$ cat src/rtl/uart_pkg.sv
// Shared UART constants: receive word layout and receive FIFO geometry.
package uart_pkg;

    localparam int RX_DATA_WIDTH      = 9;
    localparam int RX_FIFO_DEPTH      = 16;
    localparam int RX_FIFO_ADDR_WIDTH = 4;

    localparam int RX_PARITY_BIT = 8;
    localparam int RX_DATA_MSB   = 7;

endpackage

$ cat src/rtl/rx_fifo_mem.sv
// Unreset register array with one synchronous write port and one asynchronous read port.
module fifo_mem #(
    parameter int DATA_WIDTH = 9,
    parameter int ADDR_WIDTH = 4
) (
    input  logic                  clk,
    input  logic                  wr_en,
    input  logic [ADDR_WIDTH-1:0] wr_addr,
    input  logic [DATA_WIDTH-1:0] wr_data,
    input  logic [ADDR_WIDTH-1:0] rd_addr,
    output logic [DATA_WIDTH-1:0] rd_word
);

    logic [DATA_WIDTH-1:0] mem [0:(1<<ADDR_WIDTH)-1];

    always_ff @(posedge clk) begin
        if (wr_en) begin
            mem[wr_addr] <= wr_data;
        end
    end

    assign rd_word = mem[rd_addr];

endmodule

$ cat src/rtl/rx_fifo.sv
// UART receive FIFO: edge-triggered push from the receiver, first-word-fall-through pop, status flags.
module rx_fifo
    import uart_pkg::*;
#(
    parameter int DATA_WIDTH = RX_DATA_WIDTH,
    parameter int DEPTH      = RX_FIFO_DEPTH,
    parameter int ADDR_WIDTH = RX_FIFO_ADDR_WIDTH
) (
    input  logic                  clk,
    input  logic                  reset,
    input  logic                  wr_request,
    input  logic [DATA_WIDTH-1:0] wr_data,
    input  logic                  rd_request,
    output logic [DATA_WIDTH-1:0] rd_data,
    output logic                  full,
    output logic                  empty,
    output logic [ADDR_WIDTH:0]   count,
    input  logic [ADDR_WIDTH-1:0] threshold,
    output logic                  watermark,
    output logic                  overflow,
    input  logic                  clearOV,
    input  logic                  flush
);

    localparam logic [ADDR_WIDTH-1:0] PTR_ONE  = 1;
    localparam logic [ADDR_WIDTH:0]   CNT_ONE  = 1;
    localparam logic [ADDR_WIDTH:0]   CNT_FULL = (ADDR_WIDTH+1)'(DEPTH);

    logic [ADDR_WIDTH-1:0] wr_ptr, rd_ptr, wr_ptr_nx, rd_ptr_nx;
    logic [ADDR_WIDTH:0]   count_nx;
    logic [DATA_WIDTH-1:0] mem_word, head_nx;
    logic                  wr_req_d, push, pop, push_ok, ov_set, mem_we;

    assign empty     = (count == '0);
    assign full      = (count == CNT_FULL);
    assign watermark = (count > {1'b0, threshold});

    always_comb begin
        push      = wr_request & ~wr_req_d;
        pop       = rd_request & ~empty;
        push_ok   = push & (~full | pop);
        ov_set    = push & full & ~pop & ~flush;
        mem_we    = push_ok & ~flush;
        wr_ptr_nx = wr_ptr;
        rd_ptr_nx = rd_ptr;
        count_nx  = count;
        if (flush) begin
            wr_ptr_nx = '0;
            rd_ptr_nx = '0;
            count_nx  = '0;
        end else begin
            if (push_ok) wr_ptr_nx = wr_ptr + PTR_ONE;
            if (pop)     rd_ptr_nx = rd_ptr + PTR_ONE;
            if (push_ok && !pop)      count_nx = count + CNT_ONE;
            else if (pop && !push_ok) count_nx = count - CNT_ONE;
        end
        // A word written this cycle into the new head slot is not in memory yet, so bypass it.
        head_nx = (mem_we && (rd_ptr_nx == wr_ptr)) ? wr_data : mem_word;
    end

    fifo_mem #(
        .DATA_WIDTH(DATA_WIDTH),
        .ADDR_WIDTH(ADDR_WIDTH)
    ) u_mem (
        .clk    (clk),
        .wr_en  (mem_we),
        .wr_addr(wr_ptr),
        .wr_data(wr_data),
        .rd_addr(rd_ptr_nx),
        .rd_word(mem_word)
    );

    always_ff @(posedge clk or negedge reset) begin
        if (!reset) begin
            wr_ptr   <= '0;
            rd_ptr   <= '0;
            count    <= '0;
            wr_req_d <= 1'b0;
            overflow <= 1'b0;
            rd_data  <= '0;
        end else begin
            wr_ptr   <= wr_ptr_nx;
            rd_ptr   <= rd_ptr_nx;
            count    <= count_nx;
            wr_req_d <= wr_request;
            if (ov_set)       overflow <= 1'b1;
            else if (clearOV) overflow <= 1'b0;
            if (count_nx != '0) rd_data <= head_nx;
        end
    end

endmodule

$ cat config.mk
export PLATFORM = sky130hd
export DESIGN_NAME = rx_fifo
export DESIGN_NICKNAME = d
export VERILOG_FILES = /design/src/rtl/uart_pkg.sv /design/src/rtl/rx_fifo_mem.sv /design/src/rtl/rx_fifo.sv
export SDC_FILE = /design/constraint.sdc
export NUM_CORES = 1
export LEC_CHECK = 0
export CAP_MARGIN = 20
export CORE_ASPECT_RATIO = 1.75
export CORE_MARGIN = 10
export CORE_UTILIZATION = 54
export CTS_CLUSTER_DIAMETER = 150
export DETAILED_ROUTE_END_ITERATION = 16
export PLACE_DENSITY = 0.73
export SYNTH_ARGS = -nofsm -noshare
export SYNTH_HDL_FRONTEND = slang
export SYNTH_SLANG_ARGS = --single-unit
$ cat constraint.sdc
create_clock -name clk -period 2.7 [get_ports clk]
set_input_delay 0.54 -clock clk [delete_from_list [all_inputs] [get_ports clk]]
set_output_delay 0.54 -clock clk [all_outputs]
set_load 0.01 [all_outputs]
==> results of run 1 <==
-- metal layers --
layer | track usage [%] | part of all wire (%) | vias up
met2 | 41.0 | 54 | 301
met5 | 0 | 0 | -
met1 | 23.6 | 33 | 2704
met4 | 13.7 | 6.4 | 0
li1 | - | - | 2312
met3 | 4.79 | 6.2 | 91
-- area by class of cell --
| cell class | instances | area [sq um] | area share [%] |
|---|---|---|---|
| clock inverters | 14 | 165 | 1.58 |
| repair buffers | 148 | 1520 | 14.6 |
| inverters | 20 | 80.1 | 0.766 |
| multi-input cells | 287 | 3110 | 29.8 |
| clock buffers | 18 | 429 | 4.11 |
| well taps | 174 | 218 | 2.08 |
| flip-flops and latches | 168 | 4930 | 47.1 |
-- synth_stat cells, types with 2 or more instances --
cell type / instances / area share, %
or3_1: 2 / 0.17
mux2i_1: 28 / 3.8
buf_2: 7 / 0.47
a21oi_1: 17 / 1.1
o41ai_2: 9 / 2.0
o22ai_1: 22 / 1.9
nand2_1: 14 / 0.71
xnor2_1: 5 / 0.59
nand4b_1: 9 / 1.1
xor2_1: 4 / 0.47
a211oi_1: 23 / 2.3
nor2_1: 23 / 1.2
o21ai_1: 3 / 0.20
nor3_1: 5 / 0.34
nand2b_1: 7 / 0.59
and3_1: 20 / 1.7
inv_1: 18 / 0.91
buf_6: 10 / 1.5
buf_4: 2 / 0.20
ha_1: 11 / 1.9
o21ai_0: 3 / 0.20
nand3_1: 6 / 0.40
or4_1: 4 / 0.40
nor2b_1: 5 / 0.42
clkbuf_1: 10 / 0.51
edfxtp_1: 144 / 58
nand4_1: 4 / 0.34
dfrtp_1: 24 / 8.1
o221ai_1: 36 / 4.2
-- power by group --
group          switching (mW)  internal, mW  leakage [nW]
sequential              0.103          2.94          1.60
clock                    1.07          1.39         0.283
combinational            2.32          2.24          1.82
total                    3.50          6.57          3.70
-- cells by family after synthesis --
group,synth area share (%)
simple gates,9.08
flops,66.3
xor+xnor,1.28
buf+inv,3.99
fa+ha+maj,1.85
mux,3.77
compound gates,13.7
-- registers in the layout, indices dropped and copies added, names as in the netlist --
name	cells
wr_req_d	1
overflow	1
count	5
u_mem.mem	144
wr_ptr	4
rd_ptr	4
rd_data	9
-- worst min-delay path by stage --
stage                                    start                   end  slack (ns)
after floorplan                          reset    count[0]$_DFF_PN0_        0.24
final                                    reset  overflow$_DFFE_PN0P_        0.49
after detailed placement  overflow$_DFFE_PN0P_  overflow$_DFFE_PN0P_        0.49
after global placement    overflow$_DFFE_PN0P_  overflow$_DFFE_PN0P_        0.47
after global routing                     reset  overflow$_DFFE_PN0P_        0.53
after CTS                                reset  overflow$_DFFE_PN0P_        0.49
-- worst max-delay path, stage by stage (launching register included) --
cell       delay [ns]
dfrtp_2          0.42
inv_2            0.08
ha_4             0.13
or4b_4           0.51
inv_6            0.11
nor2_4           0.07
o31a_4           0.34
buf_12           0.18
bufbuf_16        0.28
o221ai_2         0.21
o22ai_2          0.15
o41ai_4          0.39
mux2i_1          0.15
-- layout by cell type, fill, tap and decap left out, types with 10 or more instances in the layout --
master	count
a211oi_2	17
a21oi_2	13
and3_1	19
buf_12	12
buf_4	83
buf_6	10
clkbuf_16	17
clkdlybuf4s50_1	33
dfrtp_1	23
edfxtp_1	144
inv_1	15
mux2i_1	28
nand2_1	14
nor2_1	22
o221ai_2	11
o221ai_4	21
o22ai_2	16
-- repair_timing --
| action | in CTS | in global routing |
|---|---|---|
| setup endpoints to repair | 11 | 12 |
| buffers inserted | 14 | 7 |
| pin swaps | 30 | 22 |
| endpoints found under the hold margin | 0 | 0 |
| gates cloned | 7 | 0 |
| hold buffers | 0 | 0 |
| resized for setup | 109 | 43 |
==> impl_metrics.py, run 1 <==
metrics = {
    "critical_path": {
        "rrSetupSlack_ns": -0.45,
        "required_ns": 2.99,
        "rr_endpoint": "rd_data[0]$_DFFE_PN0P_",
        "end_kind": "register",
        "worstPathMaxFanout": 6,
        "startpoint_type": "register",
        "r2r_start": "count[1]$_DFF_PN0_",
        "r2r_cells": 12,
        "cp-endpoint": "rd_data[0]$_DFFE_PN0P_",
        "critPathKind": "reg2reg",
        "crit_start": "count[1]$_DFF_PN0_",
        "worstPathArrival_ns": 3.44,
    },
    "sta": {
        "finalHoldViolCount": 0,
        "fin_skew_ns": 0.0107,
        "hold_ws_ns": 0.493,
        "slew_violations": 0,
        "max_slew_margin_pct": 53.5,
        "clock.fmax_ghz": 0.317,
        "finalCritPeriodShare_pct": 117,
        "timing.final.ws_setup_ns": -0.450,
        "worst_pin_slew_ns": 0.695,
        "rsz0062_at_grt": "true",
        "setup_viol": 10,
        "final.setup.tns_ns": -2.46,
        "post-route-min-period_ns": 3.15,
    },
    "final_layout": {
        "finalNetCount": 672,
        "final_cells": 829,
        "nFillCells": 737,
        "drive_gt1_share_pct": 41.4,
        "postLayoutCoreUtil_pct": 77.7,
        "antenna_cells": 0,
        "design_area_sq_um": 10500,
        "synthToLayoutAreaGrowth_pct": 40.7,
    },
    "yosys": {
        "synthCells": 505,
        "yosysSeqAreaShare_pct": 66.3,
        "ys_warn_count": 0,
        "netlist_area_sq_um": 7430,
        "async_flop_share_pct": 14.3,
        "synthFlopType": "edfxtp_1",
        "synth-edff-count": 144,
        "yosys_register_bits": 168,
        "syn_nets": 535,
        "synth.avg_cell_area_sq_um": 14.7,
        "synth.distinct_cells": 59,
    },
    "power": {
        "p_leak_nw": 3.70,
        "power_density_nw_per_um2": 964,
        "finalPower_mw": 10.1,
        "ir_worst_vdd_mv": 0.767,
    },
    "die": {
        "dieArea_sq_um": 19000,
        "core_sq_um": 13500,
        "rows": 56,
        "die_h_um": 175,
        "start_util_pct": 55.2,
        "die_w_um": 109,
        "pin_count": 37,
    },
    "run_status": {
        "run_status": "complete, but fails checks",
        "violations": "setup timing",
    },
    "routing": {
        "drtPass1Iterations": 5,
        "viasPerCell": 6.52,
        "drtIter0Drc": 584,
        "drc": 0,
        "vias": 5408,
        "drt_wl_total_mm": 22.2,
        "wl_per_cell_um": 26.7,
        "drtAntennaViolNets": 0,
    },
    "placed_design": {
        "place_inst": 771,
        "dpl.hpwl_mm": 12.6,
        "numPortBuffers": 36,
        "placed_area_sq_um": 8670,
        "place_congestion": 0.884,
        "place_ws_ns": -0.595,
    },
    "global_routing": {
        "antenna_found_initial": 0,
        "grt-ovfl-total": 0,
        "grt_start_max_net_pins": 25,
        "grt_pass1_vias": 5718,
        "grt_usage_pct": 23.0,
        "grt_pass1_wl_mm": 32.9,
    },
    "clock_network": {
        "clock_sinks": 168,
        "htree_num_levels": 4,
        "ctsLongestPathBuffers": 2,
        "clk-insertion-delay-late_ns": 0.43,
        "cts_made_buffers": 17,
        "clock-root-buffer": "clkbuf_16",
        "cts_tree": "yes",
        "clk_transition_reported_paths_ns": 0.07,
    },
    "min_path": {
        "hold_class": "in2async",
    },
    "flow_run": {
        "cap_violations": 0,
    },
}
Note: power is estimated with default switching activity, not from simulation.
==> run 2, diff against run 1 <==
CORE_MARGIN = 3   (was 10)
CTS_CLUSTER_DIAMETER = 200   (was 150)
SYNTH_HIERARCHICAL = 1   (was default)
==> run 2 against run 1 <==
- the run still ends with setup timing left
- design area fell by 14%
- maximum frequency fell by 5.4%
- utilization fell by 8.5 points
- combinational power fell by 33%
- non-clock buffer count fell by 32
- global-route usage rose by 0.20 points
- die area fell by 23%
- first-iteration DRC count fell by 45%
- clock power fell by 8.5%
- sequential share of layout area rose by 7.9 points
- register-to-register slack got worse by 0.18 ns
- critical path type unchanged
==> impl_metrics.py, run 2 <==
metrics = {
    "run_status": {
        "run_status": "complete, but fails checks",
        "violations": "setup timing",
    },
    "critical_path": {
        "r2r_cells": 14,
        "required_ns": 3.00,
        "worstPathArrival_ns": 3.63,
        "rr_endpoint": "rd_data[8]$_DFFE_PN0P_",
        "startpoint_type": "register",
        "r2r_start": "count[1]$_DFF_PN0_",
        "path_buf_inv": 4,
        "slowest_delay_ns": 0.51,
        "end_kind": "register",
        "cpMaxStageDelayCell": "mux4_2",
        "cp-endpoint": "rd_data[8]$_DFFE_PN0P_",
        "worstPathMaxFanout": 7,
        "cp.depth": 14,
        "crit_chain": "inv_2 > ha_4 > or4b_4 > clkinv_4 > nor2_4 > xnor2_2 > nor2_4 > buf_12 > buf_12 > mux4_2 > a22oi_2 > nand2_1 > mux2_4 > mux2_4",
        "critPathKind": "reg2reg",
        "rrSetupSlack_ns": -0.63,
        "crit_start": "count[1]$_DFF_PN0_",
        "crit_family": "multiplexers",
    },
    "power": {
        "power_density_nw_per_um2": 932,
        "p_switching_mw": 2.40,
        "finalPower_mw": 8.35,
        "p_int_mw": 5.95,
        "ir_worst_vdd_mv": 0.557,
        "seq_power_share_pct": 36.2,
        "p_leak_nw": 3.20,
        "swShare_pct": 28.8,
        "power_frac_comb_pct": 36.9,
        "clock_power_share_pct": 26.9,
    },
    "yosys": {
        "ys_warn_count": 6,
        "synthCells": 384,
        "yosysMostFrequentCell": "edfxtp_1",
        "async_flop_share_pct": 14.3,
        "synth_area_leaders": "edfxtp_1 (61%), dfrtp_1 (8.4%), mux4_2 (6.6%)",
        "synth_top_area_share_pct": 60.6,
        "yosysSeqAreaShare_pct": 69.0,
        "yosys_register_bits": 168,
        "yosys-top-cells-count": "edfxtp_1 (144), nor2_1 (28), dfrtp_1 (24)",
        "synth-edff-count": 144,
        "synth_largest_area_cell": "edfxtp_1",
        "synth.distinct_cells": 53,
        "netlist_area_sq_um": 7140,
        "synth.avg_cell_area_sq_um": 18.6,
        "synthFlopType": "edfxtp_1",
        "syn_nets": 411,
    },
    "clock_network": {
        "htree_num_levels": 4,
        "cts_tree": "yes",
        "cts_made_buffers": 17,
        "clock_sinks": 168,
        "clock-root-buffer": "clkbuf_16",
        "clk-insertion-delay-late_ns": 0.41,
        "ctsLongestPathBuffers": 2,
        "clk_transition_reported_paths_ns": 0.07,
    },
    "final_layout": {
        "nFillCells": 854,
        "layout_commonest_cell": "edfxtp_1",
        "postLayoutCoreUtil_pct": 69.2,
        "mostFrequentLayoutCells": "edfxtp_1 (144), buf_4 (70), mux4_2 (36)",
        "antenna_cells": 0,
        "biggestRegsByFlops": "u_mem/mem x144, rd_data x9, count x5",
        "largest_reg_flops": 144,
        "largest-register": "u_mem/mem",
        "finalNetCount": 531,
        "final_cells": 688,
        "synthToLayoutAreaGrowth_pct": 25.5,
        "drive_gt1_share_pct": 39.7,
        "design_area_sq_um": 8960,
    },
    "die": {
        "die_h_um": 158,
        "rows": 55,
        "dieArea_sq_um": 14700,
        "die_w_um": 92.9,
        "pin_count": 37,
        "start_util_pct": 55.2,
        "core_sq_um": 12900,
    },
    "sta": {
        "timing.final.ws_setup_ns": -0.630,
        "hold_ws_ns": 0.479,
        "finalHoldViolCount": 0,
        "post-route-min-period_ns": 3.33,
        "setup_viol": 9,
        "fin_skew_ns": 0.00843,
        "finalCritPeriodShare_pct": 123,
        "final.setup.tns_ns": -5.46,
        "max_slew_margin_pct": 27.2,
        "slew_violations": 0,
        "rsz0062_at_grt": "true",
        "worst_pin_slew_ns": 1.09,
        "clock.fmax_ghz": 0.300,
    },
    "global_routing": {
        "grt_pass1_vias": 4330,
        "antenna_found_initial": 0,
        "grt_start_max_net_pins": 25,
        "grt-ovfl-total": 0,
        "grt_pass1_wl_mm": 24.4,
        "grt_usage_pct": 23.2,
    },
    "placed_design": {
        "place_inst": 644,
        "numPortBuffers": 36,
        "dpl.hpwl_mm": 10.6,
        "place_ws_ns": -0.649,
        "placed_area_sq_um": 8150,
        "place_congestion": 0.778,
    },
    "routing": {
        "drt_wl_total_mm": 15.8,
        "drtIter0Drc": 321,
        "drtPass1Iterations": 4,
        "drtAntennaViolNets": 0,
        "drc": 0,
        "viasPerCell": 5.85,
        "vias": 4023,
        "wl_per_cell_um": 23.0,
    },
    "flow_run": {
        "cap_violations": 0,
    },
    "min_path": {
        "hold_class": "in2async",
    },
}
-- run 2: changes by cell type after synthesis, moves of 11 or more --
cell,previous run,this run
a22oi_1,0,18
mux2_4,0,19
mux4_2,0,21
a211oi_1,23,1
o22ai_1,22,1
and3_1,20,0
inv_1,18,6
a21oi_1,17,6
mux4_1,0,15
o221ai_1,36,1
mux2i_1,28,2
-- run 2: per-layer routing --
| layer | share of wire (%) | vias up | routed length (um) | GRT usage, % |
|---|---|---|---|---|
| met5 | 0 | - | 0 | 0 |
| met4 | 3.0 | 0 | 469 | 11.3 |
| met3 | 3.3 | 31 | 526 | 3.76 |
| met2 | 59 | 125 | 9270 | 43.3 |
| met1 | 35 | 2093 | 5570 | 25.1 |
| li1 | - | 1774 | - | - |
-- run 2: how the worst min path moves through the flow --
stage	slack, ns	depth (start not counted)	to	startpoint
global route	0.50	2	rd_ptr[3]$_DFF_PN0_	reset
detailed placement	0.51	1	rd_data[2]$_DFFE_PN0P_	rd_data[2]$_DFFE_PN0P_
floorplan	0.24	0	count[0]$_DFF_PN0_	reset
global placement	0.50	1	rd_data[2]$_DFFE_PN0P_	rd_data[2]$_DFFE_PN0P_
finish	0.48	2	rd_ptr[3]$_DFF_PN0_	reset
CTS	0.48	2	wr_req_d$_DFF_PN0_	reset
-- run 2: kinds of logic (layout without fill, tap and decap cells) --
| logic type | count (synthesis) | after routing | synth area share (%) |
|---|---|---|---|
| AOI/OAI and AO/OA | 39 | 39 | 4.07 |
| and+or+nand+nor | 78 | 78 | 5.40 |
| adders and majority gates | 8 | 8 | 1.40 |
| xor gates and xnor gates | 10 | 10 | 1.42 |
| buffers and inverters | 24 | 157 | 2.30 |
| muxes | 57 | 57 | 16.4 |
| DFF | 168 | 168 | 69.0 |
-- run 2: power groups by stage --
stage / clock (mW) / sequential (mW) / combinational, mW
2_1_floorplan: 0 / 3.14 / 1.61
3_3_place_gp: 0 / 3.08 / 2.57
3_5_place_dp: 0 / 3.08 / 2.64
4_1_cts: 2.28 / 3.03 / 3.04
5_1_grt: 2.40 / 3.04 / 3.29
6_report: 2.25 / 3.03 / 3.08
-- run 2: timing repair --
action | in CTS | in global routing
endpoints found under the hold margin | 0 | 0
hold buffers | 0 | 0
cloned | 2 | 0
endpoints found under the setup margin | 12 | 46
setup buffers | 8 | 3
gates resized for setup | 31 | 14
pin swaps | 6 | 10
-- run 2: layout make-up --
class | count | area, sq um | area share (%)
flip-flops and latches | 168 | 4930 | 55.0
multi-input cells | 192 | 2150 | 24.1
repair buffers | 116 | 1060 | 11.9
clock buffers | 17 | 425 | 4.75
well taps | 171 | 214 | 2.39
clock inverters | 15 | 135 | 1.51
inverters | 9 | 38.8 | 0.433
